<file path="config.mk">
export PLATFORM = sky130hd
export DESIGN_NAME = snn_timestep_scheduler
export DESIGN_NICKNAME = d
export VERILOG_FILES = /design/src/rtl/snn_timestep_scheduler.sv
export SDC_FILE = /design/constraint.sdc
export NUM_CORES = 1
export LEC_CHECK = 0
export ABC_AREA = 1
export ABC_CLOCK_PERIOD_IN_PS = 3200
export CORE_MARGIN = 10
export CORE_UTILIZATION = 45
export CTS_CLUSTER_DIAMETER = 120
export DETAILED_ROUTE_END_ITERATION = 10
export DONT_BUFFER_PORTS = 1
export PLACE_DENSITY = 0.59
export SLEW_MARGIN = 20
export SYNTH_ARGS = -nofsm -noshare
export SYNTH_HDL_FRONTEND = slang
export SYNTH_SLANG_ARGS = --single-unit
</file>
<file path="constraint.sdc">
create_clock -name S_AXI_ACLK -period 3.2 [get_ports S_AXI_ACLK]
set_input_delay 0.48 -clock S_AXI_ACLK [delete_from_list [all_inputs] [get_ports S_AXI_ACLK]]
set_output_delay 0.48 -clock S_AXI_ACLK [all_outputs]
set_load 0.02 [all_outputs]
</file>
<file path="src/rtl/snn_timestep_scheduler.sv">
// Run sequencer for snn_core_top: clears the neurons, then per timestep fetches the input
// spike batches, fires each layer in order and enables the output spike counters.
module snn_timestep_scheduler #(
    parameter int NUM_LAYERS                     = 2,
    parameter int MAX_TIMESTEPS_BITS             = 8,
    parameter int SPIKE_PATTERN_BATCH_ADDR_WIDTH = 1
) (
    input  logic                                                   S_AXI_ACLK,
    input  logic                                                   S_AXI_ARESET,
    input  logic                                                   start,
    input  logic                                                   abort,
    input  logic [MAX_TIMESTEPS_BITS:0]                            sim_time,
    input  logic [NUM_LAYERS-1:0]                                  layer_done,
    output logic                                                   busy,
    output logic                                                   done,
    output logic [MAX_TIMESTEPS_BITS-1:0]                          timestep,
    output logic                                                   pat_rd_en,
    output logic [MAX_TIMESTEPS_BITS+SPIKE_PATTERN_BATCH_ADDR_WIDTH-1:0] pat_rd_addr,
    output logic                                                   pat_we,
    output logic [SPIKE_PATTERN_BATCH_ADDR_WIDTH-1:0]              pat_sel,
    output logic                                                   neuron_clr,
    output logic [NUM_LAYERS-1:0]                                  layer_start,
    output logic                                                   spk_cnt_en
);

    localparam int MTB = MAX_TIMESTEPS_BITS;
    localparam int W   = SPIKE_PATTERN_BATCH_ADDR_WIDTH;
    localparam int NB  = 2 ** W;
    localparam int LW  = (NUM_LAYERS > 1) ? $clog2(NUM_LAYERS) : 1;

    localparam logic [MTB:0]  ONE_T      = (MTB+1)'(1);
    localparam logic [W-1:0]  LAST_BATCH = W'(NB - 1);
    localparam logic [LW-1:0] LAST_LAYER = LW'(NUM_LAYERS - 1);

    typedef enum logic [2:0] {
        IDLE,
        CLEAR,
        FETCH,
        LATCH,
        LAYER,
        NEXT,
        DONE
    } state_t;

    state_t          state, state_next;
    logic [MTB:0]    sim_time_q;
    logic [MTB-1:0]  timestep_q;
    logic [W-1:0]    batch_q;
    logic [LW-1:0]   layer_idx_q;
    logic            layer_fresh_q;
    logic            zero_run_q;
    logic            pat_we_q;
    logic [W-1:0]    pat_sel_q;

    logic            last_batch;
    logic            last_layer;
    logic            layer_ack;
    logic            ts_last;

    assign last_batch = (batch_q == LAST_BATCH);
    assign last_layer = (layer_idx_q == LAST_LAYER);
    // The layer_start cycle itself never accepts layer_done, so a stale level cannot skip a layer.
    assign layer_ack  = layer_done[layer_idx_q] && !layer_fresh_q;
    assign ts_last    = ({1'b0, timestep_q} == (sim_time_q - ONE_T));

    always_comb begin
        state_next = state;
        unique case (state)
            IDLE: begin
                if (start) begin
                    state_next = (sim_time == '0) ? DONE : CLEAR;
                end
            end
            CLEAR: state_next = FETCH;
            FETCH: begin
                if (last_batch) begin
                    state_next = LATCH;
                end
            end
            LATCH: state_next = LAYER;
            LAYER: begin
                if (layer_ack && last_layer) begin
                    state_next = NEXT;
                end
            end
            NEXT:    state_next = ts_last ? DONE : FETCH;
            DONE:    state_next = IDLE;
            default: state_next = IDLE;
        endcase
        if (abort) begin
            state_next = IDLE;
        end
    end

    always_comb begin
        busy        = 1'b0;
        done        = 1'b0;
        pat_rd_en   = 1'b0;
        pat_rd_addr = '0;
        neuron_clr  = 1'b0;
        layer_start = '0;
        spk_cnt_en  = 1'b0;
        unique case (state)
            CLEAR: begin
                busy       = 1'b1;
                neuron_clr = 1'b1;
            end
            FETCH: begin
                busy        = 1'b1;
                pat_rd_en   = 1'b1;
                pat_rd_addr = {timestep_q, batch_q};
            end
            LATCH: busy = 1'b1;
            LAYER: begin
                busy = 1'b1;
                if (layer_fresh_q) begin
                    layer_start = NUM_LAYERS'(1) << layer_idx_q;
                end
                spk_cnt_en = layer_ack && last_layer;
            end
            NEXT: busy = 1'b1;
            // An empty run has no working cycles, so its DONE cycle is the one busy cycle.
            DONE: begin
                done = 1'b1;
                busy = zero_run_q;
            end
            default: ;
        endcase
    end

    assign timestep = timestep_q;
    assign pat_we   = pat_we_q;
    assign pat_sel  = pat_sel_q;

    always_ff @(posedge S_AXI_ACLK or posedge S_AXI_ARESET) begin
        if (S_AXI_ARESET) begin
            state <= IDLE;
        end else begin
            state <= state_next;
        end
    end

    always_ff @(posedge S_AXI_ACLK or posedge S_AXI_ARESET) begin
        if (S_AXI_ARESET) begin
            sim_time_q    <= '0;
            timestep_q    <= '0;
            batch_q       <= '0;
            layer_idx_q   <= '0;
            layer_fresh_q <= 1'b0;
            zero_run_q    <= 1'b0;
            pat_we_q      <= 1'b0;
            pat_sel_q     <= '0;
        end else if (abort) begin
            timestep_q    <= '0;
            batch_q       <= '0;
            layer_idx_q   <= '0;
            layer_fresh_q <= 1'b0;
            zero_run_q    <= 1'b0;
            pat_we_q      <= 1'b0;
            pat_sel_q     <= '0;
        end else begin
            // Pattern data returns one cycle after the read, so the write strobe trails the read.
            pat_we_q  <= (state == FETCH);
            pat_sel_q <= (state == FETCH) ? batch_q : '0;
            unique case (state)
                IDLE: begin
                    if (start) begin
                        sim_time_q <= sim_time;
                        timestep_q <= '0;
                        batch_q    <= '0;
                        zero_run_q <= (sim_time == '0);
                    end
                end
                FETCH: begin
                    batch_q <= last_batch ? '0 : batch_q + W'(1);
                end
                LATCH: begin
                    layer_idx_q   <= '0;
                    layer_fresh_q <= 1'b1;
                end
                LAYER: begin
                    layer_fresh_q <= 1'b0;
                    if (layer_ack) begin
                        if (last_layer) begin
                            layer_idx_q <= '0;
                        end else begin
                            layer_idx_q   <= layer_idx_q + LW'(1);
                            layer_fresh_q <= 1'b1;
                        end
                    end
                end
                NEXT: begin
                    if (!ts_last) begin
                        timestep_q <= timestep_q + MTB'(1);
                    end
                end
                DONE: zero_run_q <= 1'b0;
                default: ;
            endcase
        end
    end

endmodule

</file>
==> key figures, run 1 <==
Run status
  • Run status: finished clean

Worst setup path
  • Arrival time of data at the critical path endpoint: 1730 ps
  • Critical Path Start Type: register
  • Max FO, Critical Path: 12
  • Slowest CP cell: dfrtp_1
  • Worst Path Buf+Inv: 0
  • Crit-path leading delay family: simple AND/OR/NAND/NOR gates
  • Critical Path, Cell by Cell: nor2_1 -> nand2_1 -> nor2_1
  • Most common cell on crit path: nor2_1
  • Critical path class: register to output port
  • CP max stage delay: 450 ps
  • Worst path required time: 2720 ps
  • Endpoint class of the critical path: output port

Place
  • Gpl congestion: 0.8439
  • Port Buffers: 0
  • DP Area: 1819 um^2
  • Place WS: 1135 ps
  • Dpl cells: 314
  • Post-DP HPWL: 3620 um

CTS
  • # clock sinks: 26
  • Resized Gates After CTS: 0
  • Skew-Pair Late Insertion Delay: 270 ps
  • CTS tree: done
  • CTS Hold Bufs: 0
  • CTS Buf Count: 3
  • Longest Clk Path Bufs: 2
  • Setup repair bufs after CTS: 0
  • H-tree Lvls: 1
  • Root Driver: clkbuf_8
  • Clock Pin Slew Worst Setup and Hold Paths: 80 ps

Pwr
  • Peak VDD IR: 0.4240 mV
  • Comb pwr share: 46.3%
  • Pwr dens: 679.0 nW/um^2
  • Internal power: 0.6700 mW
  • Static leakage: 0.9269 nW
  • Switching part of the total: 46.97%
  • Seq pwr share: 39.2%
  • Total Power: 1.263 mW
  • Psw: 0.5933 mW
  • Clk pwr share: 14.5%

Global route
  • Grt total ovfl: 0
  • First-pass GRT wire length: 7721 um
  • GR Util All Layers: 12.96%
  • Largest net degree at the start of global routing: 27
  • Initial antenna violation count: 0
  • Vias in the first global route: 1,619

Synth
  • Post-Synthesis Cells: 270
  • Syn_nets: 287
  • Mapped cell area: 1778 um^2
  • Top FF cell, synth: dfrtp_1
  • Synth unique cells: 28
  • Syn Area/Cell: 6.585 um^2
  • FF+latch count, synth: 26
  • Number of synthesized flops with an enable pin: 0
  • Ys Warns: 0
  • Sequential share of the synthesized area: 36.59%
  • Async SR Flop Fraction: 100.0%

Finish
  • Final-layout fill cell count: 401
  • Final net count: 288
  • Fin util: 49.70%
  • Area growth from synthesis to layout: 4.644%
  • Ant. Diodes: 0
  • Post-route cell area: 1861 um^2
  • Commonest cells after routing, fill and taps aside: nand2_1 (67), nor2_1 (48), inv_1 (30)
  • Share of cells above drive strength 1: 6.691%
  • Commonest non-fill, non-tap cell in the layout: nand2_1
  • Non-Filler Instances: 317

Detailed routing
  • Drt drc: 0
  • Routed via count: 1,681
  • Met3 routed WL: 245 um
  • DRT iter0 DRCs: 155
  • DR pass1 iterations: 4
  • Routed length per instance: 14.41 um
  • Vias per cell: 5.303
  • DRT Wirelength: 4569 um
  • Top Metal Used: met4
  • Routed metal-1 wirelength: 2050 um
  • Routed met2 length: 2237 um
  • Final antenna-violating net count: 0

Timing
  • Clock Skew: 2.652 ps
  • Fmax: 453.1 MHz
  • Slew Limit Headroom: 36.36%
  • Final max-slew violation count: 0
  • Worst setup margin: 993.1 ps
  • Final setup viols: 0
  • Setup TNS: 0 ps
  • Fin crit share: 68.96%
  • Unrepaired setup endpoints after global routing: false
  • Final hold slack: 191.0 ps
  • Minimum clock period after layout: 2207 ps
  • Worst-margin pin slew: 948.7 ps
  • Hold violation count in the final report: 0

Floorplan
  • Core box area: 3744 um^2
  • Die area: 6865 um^2
  • Row count: 22
  • IO Count: 41
  • Die height: 82.86 um
  • Starting Density: 47.49%
  • Die width: 82.86 um

Min path
  • Hold Crit Class: primary input to async pin

Flow run
  • Max cap viols: 0
[synthesized netlist by cell type (2+ instances only)]
library cell  instances  area [um^2]
nand3_1              23        115.1
dfrtp_1              26        650.6
o21ai_0               8        40.04
nand2_1              67        251.5
a21oi_1              13        65.06
nor3b_1               3        22.52
xnor2_1               2        17.52
inv_1                31        116.4
nand4_1              10        62.56
nand3b_1              2        15.01
o21ai_1               3        15.01
inv_2                 8        30.03
nor2_2                2        12.51
ha_1                  2        25.02
nor3_1                5        25.02
xor2_1                4        35.03
nor2_1               48        180.2
buf_2                 3        15.01
[state kept, by name, summed over array words and instances, names as in the netlist]
signal / flops
sim_time_q: 9
timestep: 8
state: 3
batch_q: 1
last_layer: 1
layer_fresh_q: 1
pat_sel: 1
pat_we: 1
zero_run_q: 1
[logic make-up (layout without fill, tap and decap cells)]
| family | Yosys count | count (layout) | share of synthesized area, % |
|---|---|---|---|
| AOI/OAI and AO/OA | 27 | 27 | 7.882 |
| xor gates and xnor gates | 6 | 6 | 2.956 |
| adders and majority gates | 2 | 2 | 1.407 |
| buffers and inverters | 44 | 43 | 9.500 |
| DFF | 26 | 26 | 36.59 |
| muxes | 1 | 1 | 0.6333 |
| and+or+nand+nor | 164 | 164 | 41.03 |
[power groups by stage]
stage	logic, mW	clock network (mW)	registers (mW)
final	0.585	0.183	0.495
after global routing	0.670	0.202	0.510
after CTS	0.589	0.187	0.496
after detailed placement	0.589	0	0.503
after global placement	0.583	0	0.502
after floorplan	0.486	0	0.483
[area by class of cell]
type / count / area, um^2 / area share [%]
clock buffer: 3 / 41.29 / 2.219
tap: 48 / 60.06 / 3.228
sequential: 26 / 650.6 / 34.97
inverter: 40 / 150.1 / 8.070
multi-input combinational: 200 / 958.4 / 51.51
[metal layers]
metal | vias to the layer above | global-route usage (%)
met5 | - | 0
met4 | 0 | 2.769
met3 | 4 | 3.223
met2 | 31 | 22.35
met1 | 783 | 15.71
li1 | 863 | -
[path summary, 6_finish.rpt]
check	from	to	slack [ps]	cells past startpoint
max in group asynchronous	S_AXI_ARESET	last_layer$_DFFE_PP0P_	2570	1
min	S_AXI_ARESET	sim_time_q[1]$_DFFE_PP0P_	190	1
max	state[0]$_DFFE_PP0P_	pat_rd_addr[4]	990	3
min in group S_AXI_ACLK	abort	pat_sel$_DFF_PP0_	270	1
max reg2reg	state[0]$_DFFE_PP0P_	sim_time_q[6]$_DFFE_PP0P_	1260	5
min reg2reg	batch_q$_DFFE_PP0P_	batch_q$_DFFE_PP0P_	480	2
[worst register-to-register path, stage by stage (launching register included)]
cell,delay [ps]
dfrtp_1,450
nor2_1,230
nand2_1,160
inv_2,120
nand3_1,420
mux2_2,450
No activity file was read; power rests on OpenSTA's default activity.
==> run 2, diff against run 1 <==
ABC_CLOCK_PERIOD_IN_PS = 2130   (was 3200)
clock period = 2.13 ns   (was 3.2 ns; I/O delays follow)
==> run 2 against run 1 <==
Against the previous run: count of clock-buffer cells in the layout is 1 higher; combinational power rose by 51%; global-route usage is 0.42 points higher; critical endpoint is now pat_rd_addr[1]; highest routed layer unchanged.
==> key figures, run 2 (synthesized netlist as in run 1, its figures left out) <==
Finish
  • Area of the multi-input gates: 958.4 um^2 (unchanged)
  • Post-route cell area: 1959 um^2 (+5.3%)
  • Final-layout fill cell count: 391 (-2.5%)
  • Ant. Diodes: 0 (unchanged)
  • Fin util: 52.34% (+2.6 points)
  • Largest register FFs: 9 (unchanged)
  • Commonest non-fill, non-tap cell in the layout: nand2_1
  • Largest Register: sim_time_q
  • Share of cells above drive strength 1: 10.32% (+3.6 points)
  • Final net count: 299 (+3.8%)
  • Non-Filler Instances: 329 (+3.8%)
  • Commonest cells after routing, fill and taps aside: nand2_1 (67), nor2_1 (48), inv_1 (31)
  • Area growth from synthesis to layout: 10.20%
  • Register area: 650.6 um^2 (unchanged)

Timing
  • Worst setup margin: 113.3 ps (-879.9 ps)
  • Unrepaired setup endpoints after global routing: true
  • Final setup viols: 0 (unchanged)
  • Clock Skew: 9.910 ps (+7.258 ps)
  • Hold violation count in the final report: 0 (unchanged)
  • Minimum clock period after layout: 2017 ps
  • Fin crit share: 94.68%
  • Final max-slew violation count: 0 (unchanged)
  • Slew Limit Headroom: 69.48% (+33 points)
  • Fmax: 495.9 MHz
  • Worst-margin pin slew: 457.8 ps (-490.9 ps)

Global route
  • Vias in the first global route: 1,679 (+3.7%)
  • Grt total ovfl: 0 (unchanged)
  • Initial antenna violation count: 0 (unchanged)
  • First-pass GRT wire length: 8017 um (+3.8%)
  • Largest net degree at the start of global routing: 27 (unchanged)
  • GR Util All Layers: 13.38% (+0.42 points)

Worst setup path
  • Slowest CP cell: dfrtp_1
  • Crit-path leading delay family: simple AND/OR/NAND/NOR gates
  • Endpoint class of the critical path: output port
  • Worst Path Buf+Inv: 0 (unchanged)
  • CP startpoint: state[0]$_DFFE_PP0P_
  • Arrival time of data at the critical path endpoint: 1700 ps (-30 ps)
  • Critical Path Start Type: register
  • Critical Path, Cell by Cell: nor2_1 -> nand2_1 -> nor2_1
  • Most common cell on crit path: nor2_1
  • FF-to-FF Start: sim_time_q[0]$_DFFE_PP0P_
  • Critical path class: register to output port
  • Worst path required time: 1810 ps (-910 ps)
  • CP max stage delay: 450 ps (about the same)
  • Max FO, Critical Path: 12 (unchanged)

CTS
  • CTS tree: done
  • Skew-Pair Late Insertion Delay: 270 ps (about the same)
  • CTS Buf Count: 3 (unchanged)
  • # clock sinks: 26 (unchanged)
  • Longest Clk Path Bufs: 2 (unchanged)
  • Clock Pin Slew Worst Setup and Hold Paths: 100 ps (+20 ps)
  • H-tree Lvls: 1 (unchanged)
  • Setup repair bufs after CTS: 0 (unchanged)
  • Root Driver: clkbuf_8

Pwr
  • Peak VDD IR: 0.6130 mV (+45%)
  • Internal power: 1.057 mW (+58%)
  • Seq pwr share: 38.2% (-1.0 points)
  • Clk pwr share: 16.5% (+2.0 points)
  • Static leakage: 0.9941 nW (+7.3%)
  • Psw: 0.8985 mW (+51%)
  • Pwr dens: 998.0 nW/um^2 (+47%)
  • Switching part of the total: 45.95% (-1.0 points)
  • Comb pwr share: 45.3% (-1.0 points)
  • Total Power: 1.955 mW (+55%)

Min path
  • Hold Crit Class: primary input to register
  • HP Start: abort

Detailed routing
  • Vias per cell: 5.286 (-0.32%)
  • Routed via count: 1,739 (+3.5%)
  • Met3 routed WL: 275 um (+12%)
  • Routed length per instance: 14.15 um (-1.8%)
  • DRT iter0 DRCs: 124 (-20%)
  • Final antenna-violating net count: 0 (unchanged)
  • DRT Wirelength: 4656 um (+1.9%)
  • Drt drc: 0 (unchanged)
  • Routed met2 length: 2270 um (+1.5%)
  • Top Metal Used: met4
  • Routed metal-1 wirelength: 2078 um (+1.4%)
  • DR pass1 iterations: 5 (+1)

Floorplan
  • IO Count: 41 (unchanged)
  • Die width: 82.86 um (unchanged)
  • Starting Density: 47.49% (unchanged)
  • Row count: 22 (unchanged)
  • Core box area: 3744 um^2 (unchanged)
  • Die area: 6865 um^2 (unchanged)
  • Die height: 82.86 um (unchanged)

Place
  • Port Buffers: 0 (unchanged)
  • DP Area: 1894 um^2 (+4.1%)
  • Dpl cells: 324 (+3.2%)
  • Post-DP HPWL: 3710 um (+2.5%)
  • Gpl congestion: 0.8409 (-0.36%)
  • Place WS: 280.7 ps (-854.0 ps)

Run status
  • Run status: finished clean

Flow run
  • Max cap viols: 0 (unchanged)
run 2: cell count changes in the layout (fill, tap and decap cells not counted):
cell	before	now
clkinv_1	2	1
dlygate4sd3_1	0	1
buf_4	0	10
clkbuf_8	3	4
inv_1	30	31
run 2: what timing repair did:
action / CTS / global route
hold endpoints to repair: 14 / 0
hold buffers: 1 / 0
gates resized for setup: 0 / 0
endpoints found under the setup margin: 0 / 7
run 2: power groups by stage:
stage,registers [mW],logic (mW),clock network (mW)
2_1_floorplan,0.725,0.730,0
3_3_place_gp,0.757,0.887,0
3_5_place_dp,0.757,0.888,0
4_1_cts,0.747,0.893,0.327
5_1_grt,0.765,1.03,0.353
6_report,0.748,0.885,0.322
run 2: per-stage QoR:
step | TNS [ps] | hold slack (ps)
floorplan | 0 | 359.5
CTS | 0 | 105.3
global placement | 0 | 292.6
detailed placement | 0 | 293.0
finish | 0 | 104.2
global route | -86.51 | 97.91
run 2: metal layers:
layer	track usage (%)	vias to the layer above
met1	16.40	807
met5	0	-
met4	3.538	0
met3	3.516	4
li1	-	887
met2	22.42	41
run 2: worst paths after layout:
kind                       cells after the start                   endpoint  slack [ps]
max in group asynchronous                      3  layer_fresh_q$_DFFE_PP0P_        1320
setup / recovery                               3             pat_rd_addr[1]         110
hold / removal                                 1          pat_sel$_DFF_PP0_         100
min in group asynchronous                      3    timestep[4]$_DFFE_PP0P_         540
hold reg to reg                                2        batch_q$_DFFE_PP0P_         500
setup reg to reg                              10    timestep[0]$_DFFE_PP0P_         290
run 2: cell type report:
| class | count | area share, % |
|---|---|---|
| well taps | 48 | 3.065 |
| multi-input cells | 200 | 48.91 |
| clock buffers | 4 | 2.810 |
| repair buffers | 11 | 4.342 |
| inverters | 40 | 7.663 |
| flip-flops and latches | 26 | 33.21 |
